### config.mk
export PLATFORM = sky130hd
export DESIGN_NAME = temp_sensor_frontend
export DESIGN_NICKNAME = d
export VERILOG_FILES = /design/src/rtl/smart_home_pkg.sv /design/src/rtl/moving_avg_filter.sv /design/src/rtl/temp_sensor_frontend.sv
export SDC_FILE = /design/constraint.sdc
export NUM_CORES = 1
export LEC_CHECK = 0
export BUFFER_PORTS_ARGS = -buffer_cell sky130_fd_sc_hd__clkbuf_2
export CAP_MARGIN = 20
export CORE_UTILIZATION = 45
export DETAILED_ROUTE_END_ITERATION = 16
export GPL_TIMING_DRIVEN = 0
export HOLD_SLACK_MARGIN = 0.02
export MAX_ROUTING_LAYER = met4
export PLACE_DENSITY = 0.6
export SLEW_MARGIN = 20
export SYNTH_ARGS = -nofsm -noshare
export SYNTH_HDL_FRONTEND = slang
export SYNTH_SLANG_ARGS = --single-unit
export TNS_END_PERCENT = 50
### constraint.sdc
create_clock -name clk -period 3.2 [get_ports clk]
set_input_delay 0.8 -clock clk [delete_from_list [all_inputs] [get_ports clk]]
set_output_delay 0.8 -clock clk [all_outputs]
set_load 0.02 [all_outputs]
### src/rtl/smart_home_pkg.sv
// Shared definitions between the temperature front end and the Smart_Home controller.
package smart_home_pkg;

   localparam int                TEMP_W       = 5;
   localparam logic [TEMP_W-1:0] TEMP_MAX     = 5'd31;
   localparam logic [7:0]        SENSOR_FAULT = 8'hFF;

   typedef enum logic [1:0] {
      IDLE  = 2'd0,
      START = 2'd1,
      SHIFT = 2'd2,
      STOP  = 2'd3
   } sen_state_e;

   // Clamp an 8-bit average into the controller's 5-bit temperature range.
   function automatic logic [TEMP_W-1:0] sat_temp(input logic [7:0] avg);
      logic [7:0] lim;
      lim = {{(8-TEMP_W){1'b0}}, TEMP_MAX};
      return (avg > lim) ? TEMP_MAX : avg[TEMP_W-1:0];
   endfunction

endpackage

### src/rtl/moving_avg_filter.sv
// 2^AVG_LOG2-tap moving average with a running sum; prime loads every tap at once.
module moving_avg_filter
   import smart_home_pkg::*;
#(
   parameter int AVG_LOG2 = 2
) (
   input  logic       clk,
   input  logic       rst,
   input  logic       in_valid,
   input  logic [7:0] in_data,
   input  logic       prime,
   output logic       out_valid,
   output logic [7:0] out_avg
);

   localparam int DEPTH = 1 << AVG_LOG2;
   localparam int SUM_W = 8 + AVG_LOG2;

   logic [7:0]       taps_q [DEPTH];
   logic [7:0]       taps_d [DEPTH];
   logic [SUM_W-1:0] sum_q, sum_d;
   logic             valid_q, valid_d;

   // Next tap history and running sum: prime fills all taps, otherwise drop the oldest.
   always_comb begin
      taps_d  = taps_q;
      sum_d   = sum_q;
      valid_d = in_valid;
      if (in_valid) begin
         if (prime) begin
            for (int i = 0; i < DEPTH; i++) taps_d[i] = in_data;
            sum_d = SUM_W'(in_data) << AVG_LOG2;
         end else begin
            taps_d[0] = in_data;
            for (int i = 1; i < DEPTH; i++) taps_d[i] = taps_q[i-1];
            sum_d = sum_q + SUM_W'(in_data) - SUM_W'(taps_q[DEPTH-1]);
         end
      end
   end

   // History, sum and valid registers.
   always_ff @(posedge clk) begin
      if (rst) begin
         for (int i = 0; i < DEPTH; i++) taps_q[i] <= '0;
         sum_q   <= '0;
         valid_q <= 1'b0;
      end else begin
         taps_q  <= taps_d;
         sum_q   <= sum_d;
         valid_q <= valid_d;
      end
   end

   assign out_valid = valid_q;
   assign out_avg   = 8'(sum_q >> AVG_LOG2);

endmodule

### src/rtl/temp_sensor_frontend.sv
// Serial thermometer reader: periodic conversion, fault flagging, averaging, saturation.
//
//  state | meaning
//  IDLE  | cs_n high, waiting for the period tick
//  START | cs_n low, sclk low for CLK_DIV cycles before the first bit
//  SHIFT | 8 bits, each CLK_DIV low then CLK_DIV high; sdo sampled as sclk rises
//  STOP  | last cs_n-low cycle; raw byte checked and pushed to the filter
module temp_sensor_frontend
   import smart_home_pkg::*;
#(
   parameter int CLK_DIV       = 4,
   parameter int SAMPLE_PERIOD = 1000,
   parameter int AVG_LOG2      = 2
) (
   input  logic              clk,
   input  logic              rst,
   input  logic              sen_sdo,
   output logic              sen_cs_n,
   output logic              sen_sclk,
   output logic [TEMP_W-1:0] temperature,
   output logic              temp_valid,
   output logic              sensor_err
);

   localparam int PER_W = $clog2(SAMPLE_PERIOD);
   localparam int DIV_W = $clog2(CLK_DIV);
   localparam logic [DIV_W-1:0] TMR_LOAD = DIV_W'(CLK_DIV - 1);

   sen_state_e        state_q, state_d;
   logic [PER_W-1:0]  per_q, per_d;
   logic [DIV_W-1:0]  tmr_q, tmr_d;
   logic              half_q, half_d;
   logic [2:0]        bit_q, bit_d;
   logic [7:0]        shreg_q, shreg_d;
   logic              primed_q, primed_d;
   logic              err_q, err_d;
   logic [TEMP_W-1:0] temp_q, temp_d;
   logic              tvalid_q, tvalid_d;

   logic              tick;
   logic              flt_push;
   logic              flt_valid;
   logic [7:0]        flt_avg;

   // Free-running period counter; conversion start at its terminal value.
   always_comb begin
      tick  = (per_q == PER_W'(SAMPLE_PERIOD - 1));
      per_d = tick ? '0 : per_q + PER_W'(1);
   end

   // Serial conversion FSM, sclk phase timer and shift register.
   always_comb begin
      state_d  = state_q;
      tmr_d    = tmr_q;
      half_d   = half_q;
      bit_d    = bit_q;
      shreg_d  = shreg_q;
      primed_d = primed_q;
      err_d    = err_q;
      flt_push = 1'b0;
      unique case (state_q)
         IDLE: begin
            if (tick) begin
               state_d = START;
               tmr_d   = TMR_LOAD;
            end
         end
         START: begin
            if (tmr_q == '0) begin
               state_d = SHIFT;
               tmr_d   = TMR_LOAD;
               half_d  = 1'b0;
               bit_d   = 3'd0;
            end else begin
               tmr_d = tmr_q - DIV_W'(1);
            end
         end
         SHIFT: begin
            if (tmr_q != '0) begin
               tmr_d = tmr_q - DIV_W'(1);
            end else if (!half_q) begin
               // sclk rises on this edge: capture the bit the sensor is presenting.
               half_d  = 1'b1;
               tmr_d   = TMR_LOAD;
               shreg_d = {shreg_q[6:0], sen_sdo};
            end else if (bit_q == 3'd7) begin
               state_d = STOP;
               half_d  = 1'b0;
            end else begin
               half_d = 1'b0;
               tmr_d  = TMR_LOAD;
               bit_d  = bit_q + 3'd1;
            end
         end
         STOP: begin
            state_d = IDLE;
            if (shreg_q == SENSOR_FAULT) begin
               err_d = 1'b1;
            end else begin
               err_d    = 1'b0;
               flt_push = 1'b1;
               primed_d = 1'b1;
            end
         end
         default: state_d = IDLE;
      endcase
   end

   moving_avg_filter #(
      .AVG_LOG2 (AVG_LOG2)
   ) u_filter (
      .clk       (clk),
      .rst       (rst),
      .in_valid  (flt_push),
      .in_data   (shreg_q),
      .prime     (!primed_q),
      .out_valid (flt_valid),
      .out_avg   (flt_avg)
   );

   // Saturated output register; holds across faults and idle periods.
   always_comb begin
      tvalid_d = flt_valid;
      temp_d   = flt_valid ? sat_temp(flt_avg) : temp_q;
   end

   // All front-end state; reset aborts any conversion in progress.
   always_ff @(posedge clk) begin
      if (rst) begin
         state_q  <= IDLE;
         per_q    <= '0;
         tmr_q    <= '0;
         half_q   <= 1'b0;
         bit_q    <= 3'd0;
         shreg_q  <= 8'd0;
         primed_q <= 1'b0;
         err_q    <= 1'b0;
         temp_q   <= '0;
         tvalid_q <= 1'b0;
      end else begin
         state_q  <= state_d;
         per_q    <= per_d;
         tmr_q    <= tmr_d;
         half_q   <= half_d;
         bit_q    <= bit_d;
         shreg_q  <= shreg_d;
         primed_q <= primed_d;
         err_q    <= err_d;
         temp_q   <= temp_d;
         tvalid_q <= tvalid_d;
      end
   end

   assign sen_cs_n    = (state_q == IDLE);
   assign sen_sclk    = (state_q == SHIFT) && half_q;
   assign temperature = temp_q;
   assign temp_valid  = tvalid_q;
   assign sensor_err  = err_q;

endmodule

Word-level counts from Yosys, hierarchy flattened
Cells that the tools add are included.

storage, ports and cells
  bits of input ports = 3
  register bits = 77
  output and inout port bits = 9
  logic and storage cells = 78

cells by class
  $lt $le $gt $ge = 1
  equality and inequality tests = 13
  reduce and logical (&&, ||, !) cells = 13
  bitwise gates (word level) = 3
  add/sub/neg operators = 5
  muxes and demuxes = 27

operator list
  cell                                                 count
  2-to-1 mux 24 bit                                    1
  2-to-1 mux 2 bit                                     10
  2-to-1 mux 3 bit                                     4
  adder 10 x 1 -> 10 bit (second input constant)       1
  adder 10 x 8 -> 10 bit                               1
  equality test 10 bit (second input constant)         1
  2-to-1 mux 10 bit                                    1
  != test 2 bit (second input constant)                5
  AND reduction 5 bit                                  2
  subtractor 10 x 8 -> 10 bit                          1
  AND reduction 3 bit                                  3
  equality test 8 bit (second input constant)          1
  > comparator 8 x 5 -> 1 bit (second input constant)  1
  one-hot mux 2 bit (4 select lines)                   1
  2-to-1 mux 1 bit                                     6
  one-hot mux 2 bit (3 select lines)                   1
  one-hot mux 3 bit (2 select lines)                   1
  2-to-1 mux 5 bit                                     1
  equality test 2 bit (second input constant)          2
  logical NOT 2 bit                                    2
  != test 4 bit (second input constant)                1
  nonzero test 2 bit                                   2
  adder 3 x 1 -> 3 bit (second input constant)         1
  equality test 3 bit (second input constant)          1
  9 further kinds                                      11

Logic depth before layout (Yosys ltp)
Gate-level depths: netlist of the first run.

  depth after elaboration = 5
  depth in mapped cells = 11
  gate-level depth less buffers = 11

Cells and area by module
A second synthesis of the first run with hierarchy kept.

second synthesis, totals
  cells, all modules = 441
  area total of the unflattened synthesis = 4,057.6 µm²

modules (own cells, without submodules)
  module                area an instance (µm²)  cells each  times used  seq. area each (µm²)
  moving_avg_filter     2,464.9                 285         1           860.8
  temp_sensor_frontend  1,592.8                 156         1           680.7

Least setup slack after synthesis of the first run
OpenSTA, ideal clock, no wires.

  path kind = reg-to-reg
  from = register shreg_q[1]
  to = register u_filter.sum_q[6]
  path slack = 0.767 ns
  arrival time = 2.301 ns
  buffers on the path = 0
  cell stages (with the launch flop) = 11
  clock period less this slack = 2.433 ns
  setup time = 0.133 ns
  required time = 3.067 ns
  cells stage by stage = dfxtp_1 inv_1 fa_1 inv_1 fa_1 a21o_1 a21oi_2 nand2b_4 nor3b_1 o31ai_1 a221oi_2

on the way
  longest elaborated chain between the ends = 3
  elaborated cells on any way between the ends = 6

RTL lines
  element                                                                 RTL line                                             source
  start, declared                                                         temp_sensor_frontend.sv:34                           logic [7:0] shreg_q, shreg_d;
  start signal, assigned                                                  temp_sensor_frontend.sv:146                          shreg_q <= shreg_d;
  adder 10 x 8 -> 10 bit / equality test 8 bit (equally long branches)    moving_avg_filter.sv:36, temp_sensor_frontend.sv:97
  subtractor 10 x 8 -> 10 bit / 2-to-1 mux 1 bit (equally long branches)  moving_avg_filter.sv:36, temp_sensor_frontend.sv:97
  2-to-1 mux 10 bit / 2-to-1 mux 1 bit (equally long branches)            moving_avg_filter.sv:30, temp_sensor_frontend.sv:61
  end signal, assigned                                                    moving_avg_filter.sv:49                              sum_q <= sum_d;
  end, declared                                                           moving_avg_filter.sv:21                              logic [SUM_W-1:0] sum_q, sum_d;

Several ways; a longest one is shown, not always the timed one.
A chain may end at the register's enable or synchronous reset.

Worst setup path after layout of the first run
Ends and elaborated chain as after synthesis.

==> impl_metrics.yaml, run 1 <==
synth:
  synthDominantCellAreaShare: 0.409
  ys_ff_latch: 77
  synth_top_family_by_area: "simple AND/OR/NAND/NOR gates"
  avgSynthCellArea_um2: 8.29
  async_flop_share: 0
  synth-seq-area-share: 0.409
  synth.mux.area_fraction: 0.00266
  yosysMostFrequentCell: "dfxtp_1"
  ys_types: 46
  synth_xor_area_frac: 0.0256
  synthesis.nets: 485
  synth_area_um2: 3760
  synth_simple_gate_area_share: 0.212
  synthAdderAreaFrac: 0.109
  synth_compound_area_frac: 0.171
  synth_edf_count: 0
  ys_warn_count: 0
  synth_area_leader_cell: "dfxtp_1"
  synth_cells: 454
  ys.flop_type: "dfxtp_1"
  synthTopCellsByArea: "dfxtp_1 (41%), ha_1 (6.6%), nor2_1 (6.6%)"
  synthTopCellsByCount: "dfxtp_1 (77), nor2_1 (66), nand2_1 (42), inv_1 (40), nor3_1 (33)"
floorplan:
  coreArea_um2: 7930
  die_y_um: 93.5
  dieWidth_um: 93.5
  start_util: 0.475
  num_rows: 32
  die-area_um2: 8740
  pin_count: 12
detailed_routing:
  firstDrtPassIters: 4
  drt_iter0_drc: 175
  ant_nets: 0
  wl_per_cell_um: 14.8
  viasPerCell: 5.34
  drc: 0
  vias: 3100
  drt_wl_total_um: 8600
sta:
  final.setup.tns_ps: 0
  finClkSkew_ps: 8.78
  maxSlewViolCount: 0
  rsz0062_at_grt: "false"
  period_needed_ps: 2670
  maxSlewHeadroom: 0.580
  finalSetupViolations: 0
  hold_viol: 0
  tightest_slew_ps: 630
  fin_crit_sh: 0.836
  fmax_mhz: 374
  holdWs_ps: 454
power_and_ir_drop:
  pwr-share-seq: 0.482
  peakVddDrop_mv: 0.284
  switching_share: 0.260
  p_leak_nw: 1.53
  p_sw_mw: 0.543
  combPwrFrac: 0.132
  p_clk_frac: 0.386
  power_density_nw_per_um2: 501
  intPower_mw: 1.54
  p_total_mw: 2.08
worst_setup_path:
  r2r-end: "u_filter.sum_q[6]$_SDFFE_PP0P_"
  cp_top_family: "adder cells"
  cp_data_required_time_ps: 3430
  crit_chain: "inv_1 -> fa_1 -> inv_1 -> fa_1 -> a21o_1 -> a21oi_2 -> nand2b_4 -> nor3b_1 -> o31ai_1 -> a221oi_2"
  crit_type: "register to register"
  reg2reg_depth: 10
  crit_buf_inv: 2
  r2r_start: "shreg_q[1]$_SDFFE_PP0P_"
  critPathCaptureType: "register"
  max_stage_delay_ps: 540
  slowest_stage: "fa_1"
  worst_ep_arrival_time_ps: 2900
  worst-r2r-setup-slack_ps: 530
  path_max_fanout: 5
  start_kind: "register"
layout:
  diodes: 0
  seq_area_um2: 1540
  multi_input_area_um2: 1960
  fillers: 781
  post-route-util: 0.524
  nets: 506
  areaGrowthSynthToFinish_pct: 10.4
  drive_gt1_frac: 0.0835
grt:
  antenna_found_initial: 0
  track_usage: 0.227
  grt_pass1_wl_um: 14500
  first_global_vias: 2970
  grt_max_degree: 13
  overflow: 0
cts:
  hold_buffers: 0
  cts.sinks: 77
  cts_resized: 0
  root_buffer: "clkbuf_8"
  clk_pin_slew_ps: 80
  clock_latency_ps: 350
  cts_tree: "built"
  cts_max_path_buffers: 2
  cts_setup_buffers: 0
  h-tree-depth: 3
  cts-buffers-inserted: 9
hold_path:
  hp-start: "u_filter.sum_q[1]$_SDFFE_PP0P_"
  hp-class: "register to register"
  hold-path-cell-count: 2
  hold_path_end: "u_filter.sum_q[1]$_SDFFE_PP0P_"
placement:
  dp_hpwl_um: 6310
  io_buffer_count: 10
  globalplace.congestion: 0.818
run:
  drv_cap: 0
outcome:
  status: "completed"
## per-stage QoR
step	std cells	setup slack, ps	area (um2)
2_1_floorplan	454	767	3760
3_3_place_gp	566	533	3940
3_5_place_dp	566	531	3940
4_1_cts	581	489	4160
5_1_grt	581	402	4160
6_report	581	526	4160
## cells in the final DEF, fill, tap and decap left out, types with 10 or more instances in the layout
| cell type | count |
|---|---|
| a211oi_1 | 31 |
| a21oi_1 | 31 |
| clkbuf_1 | 14 |
| clkbuf_2 | 10 |
| clkbuf_8 | 10 |
| dfxtp_1 | 77 |
| ha_1 | 20 |
| inv_1 | 40 |
| nand2_1 | 42 |
| nand3_1 | 11 |
| nor2_1 | 66 |
| nor3_1 | 33 |
## how the worst max path moves through the flow
stage / start / endpoint / cells after the start
final: shreg_q[1]$_SDFFE_PP0P_ / u_filter.sum_q[6]$_SDFFE_PP0P_ / 10
after global routing: shreg_q[1]$_SDFFE_PP0P_ / u_filter.sum_q[6]$_SDFFE_PP0P_ / 10
after CTS: shreg_q[1]$_SDFFE_PP0P_ / u_filter.sum_q[6]$_SDFFE_PP0P_ / 10
after detailed placement: shreg_q[1]$_SDFFE_PP0P_ / u_filter.sum_q[6]$_SDFFE_PP0P_ / 10
after global placement: shreg_q[1]$_SDFFE_PP0P_ / u_filter.sum_q[6]$_SDFFE_PP0P_ / 10
after floorplan: shreg_q[1]$_SDFFE_PP0P_ / u_filter.sum_q[6]$_SDFFE_PP0P_ / 10
## power groups by stage
stage / clock network, mW / logic (mW) / registers [mW]
2_1_floorplan: 0 / 0.214 / 1.02
3_3_place_gp: 0 / 0.268 / 1.03
3_5_place_dp: 0 / 0.272 / 1.03
4_1_cts: 0.823 / 0.275 / 1.00
5_1_grt: 0.873 / 0.310 / 1.01
6_report: 0.804 / 0.274 / 1.00
## cell families after synthesis
kind of cell,count (synthesis)
and+or+nand+nor,176
AOI/OAI and AO/OA,97
DFF,77
buffers and inverters,64
adders and majority gates,28
xor gates and xnor gates,11
muxes,1
## sequential cells by signal (all words and copies together), names as in the netlist
name,count
bit_q,3
half_q,1
per_q,10
primed_q,1
sensor_err,1
shreg_q,8
state_q,2
temp_valid,1
temperature,5
tmr_q,2
u_filter.out_valid,1
u_filter.sum_q,10
u_filter.taps_q,32
## worst min-delay path, stage by stage, from the launching register on
cell and delay, ps:
dfxtp_1 310, nand2_1 50, a21oi_1 50
## area by class of cell
type | count | share of cell area
clock buffers | 11 | 0.0340
clock inverters | 4 | 0.0175
inverters | 40 | 0.0361
multi-input cells | 313 | 0.472
plain buffers | 24 | 0.0271
well taps | 102 | 0.0307
flip-flops and latches | 77 | 0.371
repair buffers | 10 | 0.0120
## per-layer routing
| metal | GRT usage | up-vias | share of wire |
|---|---|---|---|
| met5 | - | - | 0 |
| met3 | 0.0561 | 6 | 0.039 |
| li1 | - | 1595 | - |
| met1 | 0.285 | 1437 | 0.49 |
| met4 | 0.0577 | 0 | 0.0079 |
| met2 | 0.368 | 62 | 0.46 |
Note: power is estimated with default switching activity, not from simulation.
==> run 2, diff against run 1 <==
==> constraint.sdc (replaced) <==
create_clock -name clk -period 2.6 [get_ports clk]
set_input_delay 0.65 -clock clk [delete_from_list [all_inputs] [get_ports clk]]
set_output_delay 0.65 -clock clk [all_outputs]
set_load 0.02 [all_outputs]
==> impl_metrics.yaml, run 2 (synthesis results as in run 1) <==
power_and_ir_drop:
  peakVddDrop_mv: 0.352
  p_leak_nw: 1.53
  power_density_nw_per_um2: 613
worst_setup_path:
  cp_data_required_time_ps: 2840
  start_kind: "register"
  crit_type: "register to register"
  path_max_fanout: 5
  worst-r2r-setup-slack_ps: 120
  worst_ep_arrival_time_ps: 2720
  critPathCaptureType: "register"
floorplan:
  coreArea_um2: 7930
  start_util: 0.475
  die_y_um: 93.5
  num_rows: 32
  pin_count: 12
  dieWidth_um: 93.5
  die-area_um2: 8740
cts:
  cts_tree: "built"
  clk_pin_slew_ps: 80
  root_buffer: "clkbuf_8"
  cts_max_path_buffers: 2
  cts.sinks: 77
  cts_setup_buffers: 0
  h-tree-depth: 3
  cts-buffers-inserted: 9
  clock_latency_ps: 350
  hold_buffers: 0
sta:
  final.setup.tns_ps: 0
  tightest_slew_ps: 645
  rsz0062_at_grt: "false"
  holdWs_ps: 453
  finClkSkew_ps: 8.92
  finalSetupViolations: 0
  hold_viol: 0
  fin_crit_sh: 0.954
  fmax_mhz: 403
  period_needed_ps: 2480
  maxSlewViolCount: 0
  maxSlewHeadroom: 0.570
grt:
  overflow: 0
  antenna_found_initial: 0
  grt_pass1_wl_um: 14500
  first_global_vias: 2970
  grt_max_degree: 13
  track_usage: 0.227
layout:
  drive_gt1_frac: 0.102
  areaGrowthSynthToFinish_pct: 11.5
  nets: 506
  layout_common_cells: "dfxtp_1 (72), nor2_1 (66), nand2_1 (42)"
  top_regs: "u_filter.taps_q: 32 flops, per_q: 10 flops, u_filter.sum_q: 10 flops"
  diodes: 0
  final_common_cell: "dfxtp_1"
  post-route-util: 0.530
  largest_reg_flops: 32
  top_register: "u_filter.taps_q"
detailed_routing:
  vias: 3127
  wl_per_cell_um: 15.1
  ant_nets: 0
  drt_wl_total_um: 8750
  viasPerCell: 5.38
  firstDrtPassIters: 4
  drt_iter0_drc: 146
  drc: 0
placement:
  dp_hpwl_um: 6310
  globalplace.congestion: 0.818
  io_buffer_count: 10
run:
  drv_cap: 0
outcome:
  status: "completed"
hold_path:
  hp-class: "register to register"
[run 2: cell counts in the layout (fill, tap and decap cells not counted)]
Identical to the previous run, type by type.
[run 2: stage by stage]
stage	setup WS [ps]	total power [mW]	cells	instance area (um2)
after global routing	1.84	2.70	581	4200
after floorplan	167	1.52	454	3760
after CTS	46.2	2.59	581	4160
after global placement	-67.2	1.59	566	3940
after detailed placement	-68.8	1.60	566	3940
final	120	2.57	581	4200
[run 2: power by group]
part           internal [mW]  switching, mW  total [mW]  leakage [nW]
Sequential              1.21         0.0222        1.24         0.624
Clock                  0.560          0.432       0.993         0.105
Combinational          0.126          0.219       0.344         0.797
Total                   1.90          0.673        2.57          1.53
[run 2: timing repair]
| action | 4_1_cts | 5_1_grt |
|---|---|---|
| endpoints found under the setup margin | 3 | 5 |
| pin swaps | 1 | 3 |
| gates resized for setup | 3 | 9 |
[run 2: critical path: stages (launching register included)]
cell      delay, ps
dfxtp_4         370
inv_1            80
fa_1            540
inv_1            60
ha_1            290
a21o_1          190
nand4_1         100
nand3_2         160
a221oi_4        320
xnor2_1         170
o22ai_2          80
[run 2: final timing paths]
check                                                    start                              to  cells past startpoint
worst max-delay path                   shreg_q[1]$_SDFFE_PP0P_  u_filter.sum_q[9]$_SDFFE_PP0P_                     10
worst min-delay path            u_filter.sum_q[1]$_SDFFE_PP0P_  u_filter.sum_q[1]$_SDFFE_PP0P_                      2
worst max register to register         shreg_q[1]$_SDFFE_PP0P_  u_filter.sum_q[9]$_SDFFE_PP0P_                     10
worst min register to register  u_filter.sum_q[1]$_SDFFE_PP0P_  u_filter.sum_q[1]$_SDFFE_PP0P_                      2
[run 2: final cells by class]
cell class                      instances  area [um2]
Fill cell                             773        3730
Clock buffer                           11         141
Inverter                               40         150
Sequential cell                        77        1550
Buffer                                 24         113
Timing Repair Buffer                   10        50.0
Multi-Input combinational cell        313        1990
Clock inverter                          4        72.6
Tap cell                              102         128
[run 2: routing by layer]
layer  vias up  track usage  part of all wire
li1       1586            -                 -
met3         7       0.0561             0.029
met2        51        0.368              0.46
met5         -            -                 0
met4         0       0.0577            0.0088
met1      1483        0.285              0.50
